[config.mk]
export PLATFORM = sky130hd
export DESIGN_NAME = uart_top
export DESIGN_NICKNAME = d
export VERILOG_FILES = /design/src/rtl/uart_pkg.sv /design/src/rtl/uart_rx.sv /design/src/rtl/uart_tx.sv /design/src/rtl/uart_top.sv
export SDC_FILE = /design/constraint.sdc
export NUM_CORES = 1
export LEC_CHECK = 0
export BUFFER_PORTS_ARGS = -buffer_cell sky130_fd_sc_hd__clkbuf_2
export CAP_MARGIN = 10
export CORE_ASPECT_RATIO = 1.75
export CORE_MARGIN = 2
export CORE_UTILIZATION = 54
export DETAILED_ROUTE_END_ITERATION = 8
export PLACE_DENSITY = 0.8
export SKIP_LAST_GASP = 1
export SLEW_MARGIN = 0
export SYNTH_ARGS = -nofsm -noshare
export SYNTH_HDL_FRONTEND = slang
export SYNTH_SLANG_ARGS = --single-unit
[constraint.sdc]
create_clock -name Clk -period 1.7 [get_ports Clk]
set_input_delay 0.34 -clock Clk [delete_from_list [all_inputs] [get_ports Clk]]
set_output_delay 0.34 -clock Clk [all_outputs]
set_load 0.1 [all_outputs]
[src/rtl/uart_pkg.sv]
// Shared UART definitions: FSM states, 8N1 frame constants and baud divider.
package uart_pkg;
  typedef enum logic [1:0] {IDLE, START, DATA, STOP} state_t;

  localparam int   C_NBITS     = 8;
  localparam logic C_START_BIT = 1'b0;
  localparam logic C_STOP_BIT  = 1'b1;

  function automatic int f_div(input int clk_hz, input int baud);
    return clk_hz / baud;
  endfunction
endpackage

[src/rtl/uart_rx.sv]
// 8N1 receiver on an already synchronised line; mid-bit sampling, glitch and framing rejection.
module uart_rx import uart_pkg::*; #(
  parameter int P_DIV = 434
) (
  input  logic       Clk,
  input  logic       Rst,
  input  logic       i_Rx,
  output logic       o_fDone,
  output logic [7:0] o_Data
);
  localparam int CW = (P_DIV > 2) ? $clog2(P_DIV) : 1;
  localparam logic [CW-1:0] C_LAST = CW'(P_DIV - 1);
  localparam logic [CW-1:0] C_HALF = CW'(P_DIV / 2 - 1);

  state_t        r_state, w_state;
  logic [CW-1:0] r_cnt, w_cnt;
  logic [2:0]    r_bit, w_bit;
  logic [7:0]    r_shift, w_shift, r_data, w_data;
  logic          r_prev, r_err, w_err, r_done, w_done;

  always_ff @(posedge Clk) begin
    if (Rst) begin
      r_state <= IDLE;
      r_cnt   <= '0;
      r_bit   <= '0;
      r_shift <= '0;
      r_data  <= '0;
      r_prev  <= 1'b1;
      r_err   <= 1'b0;
      r_done  <= 1'b0;
    end else begin
      r_state <= w_state;
      r_cnt   <= w_cnt;
      r_bit   <= w_bit;
      r_shift <= w_shift;
      r_data  <= w_data;
      r_prev  <= i_Rx;
      r_err   <= w_err;
      r_done  <= w_done;
    end
  end

  always_comb begin
    w_state = r_state;
    w_cnt   = r_cnt;
    w_bit   = r_bit;
    w_shift = r_shift;
    w_data  = r_data;
    w_err   = r_err;
    w_done  = 1'b0;
    case (r_state)
      IDLE: begin
        w_cnt = '0;
        w_bit = '0;
        if (r_prev && !i_Rx) w_state = START;
      end
      START: if (r_cnt == C_HALF) begin
        w_cnt   = '0;
        w_state = (i_Rx == C_START_BIT) ? DATA : IDLE;
      end else w_cnt = r_cnt + CW'(1);
      DATA: if (r_cnt == C_LAST) begin
        w_cnt   = '0;
        w_shift = {i_Rx, r_shift[7:1]};
        if (r_bit == 3'(C_NBITS - 1)) w_state = STOP;
        else w_bit = r_bit + 3'd1;
      end else w_cnt = r_cnt + CW'(1);
      // A framing error parks here until the line returns high.
      STOP: if (r_err) begin
        if (i_Rx) begin
          w_err   = 1'b0;
          w_state = IDLE;
        end
      end else if (r_cnt == C_LAST) begin
        w_cnt = '0;
        if (i_Rx == C_STOP_BIT) begin
          w_data  = r_shift;
          w_done  = 1'b1;
          w_state = IDLE;
        end else w_err = 1'b1;
      end else w_cnt = r_cnt + CW'(1);
      default: w_state = IDLE;
    endcase
  end

  assign o_fDone = r_done;
  assign o_Data  = r_data;
endmodule

[src/rtl/uart_tx.sv]
// 8N1 transmitter; line driven from a register, ready only while idle.
module uart_tx import uart_pkg::*; #(
  parameter int P_DIV = 434
) (
  input  logic       Clk,
  input  logic       Rst,
  input  logic       i_fTx,
  input  logic [7:0] i_Data,
  output logic       o_fDone,
  output logic       o_fReady,
  output logic       o_Tx
);
  localparam int CW = (P_DIV > 2) ? $clog2(P_DIV) : 1;
  localparam logic [CW-1:0] C_LAST = CW'(P_DIV - 1);

  state_t        r_state, w_state;
  logic [CW-1:0] r_cnt, w_cnt;
  logic [2:0]    r_bit, w_bit;
  logic [7:0]    r_data, w_data;
  logic          r_tx, w_tx, r_done, w_done;

  always_ff @(posedge Clk) begin
    if (Rst) begin
      r_state <= IDLE;
      r_cnt   <= '0;
      r_bit   <= '0;
      r_data  <= '0;
      r_tx    <= 1'b1;
      r_done  <= 1'b0;
    end else begin
      r_state <= w_state;
      r_cnt   <= w_cnt;
      r_bit   <= w_bit;
      r_data  <= w_data;
      r_tx    <= w_tx;
      r_done  <= w_done;
    end
  end

  always_comb begin
    w_state = r_state;
    w_cnt   = r_cnt;
    w_bit   = r_bit;
    w_data  = r_data;
    w_tx    = r_tx;
    w_done  = 1'b0;
    case (r_state)
      IDLE: if (i_fTx) begin
        w_state = START;
        w_data  = i_Data;
        w_tx    = C_START_BIT;
        w_cnt   = '0;
        w_bit   = '0;
      end
      START: if (r_cnt == C_LAST) begin
        w_cnt   = '0;
        w_state = DATA;
        w_tx    = r_data[0];
      end else w_cnt = r_cnt + CW'(1);
      DATA: if (r_cnt == C_LAST) begin
        w_cnt = '0;
        if (r_bit == 3'(C_NBITS - 1)) begin
          w_state = STOP;
          w_tx    = C_STOP_BIT;
        end else begin
          w_bit = r_bit + 3'd1;
          w_tx  = r_data[w_bit];
        end
      end else w_cnt = r_cnt + CW'(1);
      STOP: if (r_cnt == C_LAST) begin
        w_cnt   = '0;
        w_state = IDLE;
        w_done  = 1'b1;
      end else w_cnt = r_cnt + CW'(1);
      default: w_state = IDLE;
    endcase
  end

  assign o_Tx     = r_tx;
  assign o_fDone  = r_done;
  assign o_fReady = (r_state == IDLE);
endmodule

[src/rtl/uart_top.sv]
// UART with push-button-to-ASCII transmitter and byte receiver.
module uart_top import uart_pkg::*; #(
  parameter int P_CLK_HZ = 50_000_000,
  parameter int P_BAUD   = 115200
) (
  input  logic       Clk,
  input  logic       Rst,
  input  logic       i_Rx,
  output logic       o_Tx,
  input  logic [3:0] i_Push,
  output logic [7:0] o_RxData,
  output logic       o_fRxDone
);
  localparam int P_DIV = f_div(P_CLK_HZ, P_BAUD);

  logic       r_rx_s1, r_rx_s2;
  logic [3:0] r_push_s1, r_push_s2, r_push_d, r_pend;
  logic [3:0] w_press, w_clr;
  logic [7:0] w_tx_data;
  logic       w_fTx, w_tx_ready, w_tx_done;

  always_ff @(posedge Clk) begin
    if (Rst) begin
      r_rx_s1   <= 1'b1;
      r_rx_s2   <= 1'b1;
      r_push_s1 <= 4'hF;
      r_push_s2 <= 4'hF;
      r_push_d  <= 4'hF;
      r_pend    <= 4'h0;
    end else begin
      r_rx_s1   <= i_Rx;
      r_rx_s2   <= r_rx_s1;
      r_push_s1 <= i_Push;
      r_push_s2 <= r_push_s1;
      r_push_d  <= r_push_s2;
      r_pend    <= (r_pend & ~w_clr) | w_press;
    end
  end

  assign w_press = r_push_d & ~r_push_s2;

  // Descending scan so the lowest pending button wins.
  always_comb begin
    w_clr     = 4'h0;
    w_tx_data = 8'h30;
    for (int i = 3; i >= 0; i--) begin
      if (r_pend[i]) begin
        w_clr     = 4'(1 << i);
        w_tx_data = 8'h30 + 8'(i);
      end
    end
    w_fTx = (w_tx_ready | w_tx_done) && (r_pend != 4'h0);
    if (!w_fTx) w_clr = 4'h0;
  end

  uart_tx #(.P_DIV(P_DIV)) u_tx (
    .Clk(Clk), .Rst(Rst), .i_fTx(w_fTx), .i_Data(w_tx_data),
    .o_fDone(w_tx_done), .o_fReady(w_tx_ready), .o_Tx(o_Tx)
  );

  uart_rx #(.P_DIV(P_DIV)) u_rx (
    .Clk(Clk), .Rst(Rst), .i_Rx(r_rx_s2), .o_fDone(o_fRxDone), .o_Data(o_RxData)
  );
endmodule

==> out/metrics.cfg <==
[synthesis]
yosysMostFrequentCell = dfxtp_1
synth_cell_types = 58
postSynthAreaPerCell_um2 = 9.48
netlist.top_cell.by_area = dfxtp_1
synth_seq_cells = 70
synth_cells = 335
yosys-top-cells-count = dfxtp_1, nor2_1, mux2i_1, a21oi_1
postSynthNetCount = 355
yosys_warnings = 0
synth_compound_area_share_pct = 15.2
synthArstFlopShare_pct = 0
synth-simple-area-share_pct = 24.0
syn_area_mm2 = 0.00318
synth_xor_area_share_pct = 1.65
synthTopCellsByArea = dfxtp_1, mux2i_1, ha_1
synth_edf_count = 0
ys.flop_type = dfxtp_1
synth_top_family_by_area = simple AND/OR/NAND/NOR gates
seq_area_frac_synth_pct = 44.1
synthMuxAreaShare_pct = 6.34
synth.top_cell.area_share_pct = 44.1
synthAdderAreaFrac_pct = 5.12

[worst_setup_path]
crit_family = simple AND/OR/NAND/NOR gates
crit_end = u_tx.r_state[0]$_SDFFE_PP0P_
crit_type = flip-flop to flip-flop
worst_setup_path_start_kind = flip-flop
crit_chain = inv_1 > ha_1 > nand4b_1 > buf_4 > nor2_2 > a32o_2 > mux2i_1
crit_start = u_tx.r_cnt[1]$_SDFFE_PP0P_
slowest_delay_ps = 330
r2r_start = u_tx.r_cnt[1]$_SDFFE_PP0P_
critPathSlowestCell = dfxtp_1
path_buf_inv = 2
cp_max_fo = 4
cp.required_ps = 1980
r2r_end = u_tx.r_state[0]$_SDFFE_PP0P_
reg2reg_depth = 7
reg2reg_slack_ps = -70
end_kind = flip-flop
arrival_ps = 2050
crit_cells = 7

[pwr]
power_density_mw_per_mm2 = 1100
power_mw = 4.38
leakage_nw = 1.51
ir_worst_vdd_mv = 0.843

[sta]
finalSetupViolCount = 3
skew_ps = 8.89
relSlewSlack_pct = 63.4
maxSlewViolCount = 0
worstMarginPinSlew_ps = 551
finalCritPeriodShare_pct = 104
worst_slack_ps = -73.0
period_needed_ps = 1770
rsz0062_at_grt = yes
hold_viol = 0
clock.fmax_mhz = 564
whs_ps = 164

[cts]
clockBufferDepth = 2
insertion_delay_ps = 350
path_clk_slew_ps = 80
root_buffer = clkbuf_8
cts_made_buffers = 9
cts_tree = done
cts_max_level = 3
cts_sinks = 70

[global_routing]
grt_max_degree = 25
track_usage_pct = 22.5
antenna_found_initial = 0
grt_pass1_wl_um = 11300
grt.overflow.total = 0
first_global_vias = 2570

[layout]
areaGrowthSynthToFinish_pct = 25.6
insertedDiodeCount = 0
final_nets = 409
finish.instance_area_mm2 = 0.00399
drive_gt1_share_pct = 29.9

[run_status]
violations = setup timing
outcome = complete, but fails checks

[routing]
initialDrtViolationCount = 201
top_layer = met4
route.met2.wl_um = 4250
met1_length_um = 2850
vias = 2715
avgViaCountPerCell = 5.75
drc = 0
wirelength_um = 7640
wire_per_inst_um = 16.2
first_pass_iters = 4
met3_length_um = 310
ant_nets = 0

[placement]
placed_area_mm2 = 0.00362
preCtsSetupSlack_ps = -48.2
io_buffers = 16
place.gp.congestion = 0.876
dpl.hpwl_um = 4840

[run]
max-cap-violations = 0

[floorplanning]
io_pins = 17
die_width_um = 62.0
dieArea_mm2 = 0.00653
start_util_pct = 54.9
core_area_mm2 = 0.00579
rows = 37
die_h_um = 105

[worst_hold_path]
hold_path_class = input pin to flip-flop
min_from = i_Push[1]

-- where the power goes --
part,switching (mW),total [mW],internal (mW),leakage (nW)
clock network,0.667,1.51,0.839,0.107
logic,0.621,1.09,0.470,0.827
registers,0.0587,1.78,1.72,0.572
-- cell type report --
class | instances | area, µm²
fill | 427 | 1800
multi-input combinational | 236 | 1750
sequential | 70 | 1410
timing repair buffer | 59 | 457
clock buffer | 10 | 128
tap | 78 | 97.6
clock inverter | 6 | 93.8
inverter | 13 | 51.3
-- per-layer routing --
layer | global-route usage [%] | vias to the layer above
met5 | 0 | -
met4 | 7.90 | 0
met3 | 5.89 | 20
met2 | 39.7 | 83
met1 | 24.4 | 1294
li1 | - | 1318
-- per-stage QoR --
stage               util [%]  std cells  TNS [ps]
global placement        62.6        450         0
floorplan                  -        335         0
finish                  68.9        472      -161
global route            68.9        472      -743
CTS                     66.7        467     -16.2
detailed placement      62.6        450     -77.5
-- registers in the layout, summed over array words and instances, names as in the netlist, 2 cells and up, named ones only --
register      count
u_rx.o_Data       8
u_rx.r_bit        3
r_push_s1         4
r_push_d          4
r_push_s2         4
u_rx.r_cnt        9
u_tx.r_data       3
u_tx.r_state      2
u_tx.r_bit        3
r_pend            4
u_tx.r_cnt        9
u_rx.r_shift      8
-- worst register-to-register path, cell delays in order, from the launching register on --
cell and delay, ps:
dfxtp_1 330, inv_1 80, ha_1 150, nand4b_1 280, buf_4 270, nor2_2 180, a32o_2 240, mux2i_1 180
-- cells by family (layout without fill, tap and decap cells) --
| logic type | count (synthesis) | after routing |
|---|---|---|
| AOI/OAI and AO/OA | 70 | 70 |
| buffers and inverters | 29 | 88 |
| adders and majority gates | 13 | 13 |
| xor gates and xnor gates | 6 | 6 |
| DFF | 70 | 70 |
| and+or+nand+nor | 127 | 127 |
| muxes | 20 | 20 |
-- what timing repair did --
item / 4_1_cts / 5_1_grt
pin swaps: 3 / 9
cloned: 0 / 0
setup buffers: 1 / 5
setup endpoints to repair: 3 / 25
endpoints found under the hold margin: 0 / 0
gates resized for setup: 4 / 23
hold buffers: 0 / 0
-- placed cells by master, fill, tap and decap left out, types with 9 or more instances in the layout --
cell	synthesis	layout
buf_4	0	38
clkbuf_2	0	16
o21ai_0	13	13
inv_1	13	11
a21oi_1	17	16
nor2_1	32	31
or2_2	16	16
mux2i_1	19	19
dfxtp_1	70	64
nor3_1	10	10
clkbuf_8	0	9
nand2_1	16	15
-- how the worst min path moves through the flow --
| stage | end | slack, ps | cells past startpoint |
|---|---|---|---|
| finish | r_push_s1[1]$_SDFF_PP1_ | 160 | 2 |
| global route | r_push_s1[2]$_SDFF_PP1_ | 150 | 2 |
| CTS | r_push_s1[1]$_SDFF_PP1_ | 160 | 2 |
| detailed placement | r_push_s2[1]$_SDFF_PP1_ | 390 | 1 |
| global placement | r_push_s2[2]$_SDFF_PP1_ | 390 | 1 |
| floorplan | r_push_s2[0]$_SDFF_PP1_ | 390 | 1 |
Power figures use the tool's default switching activity.
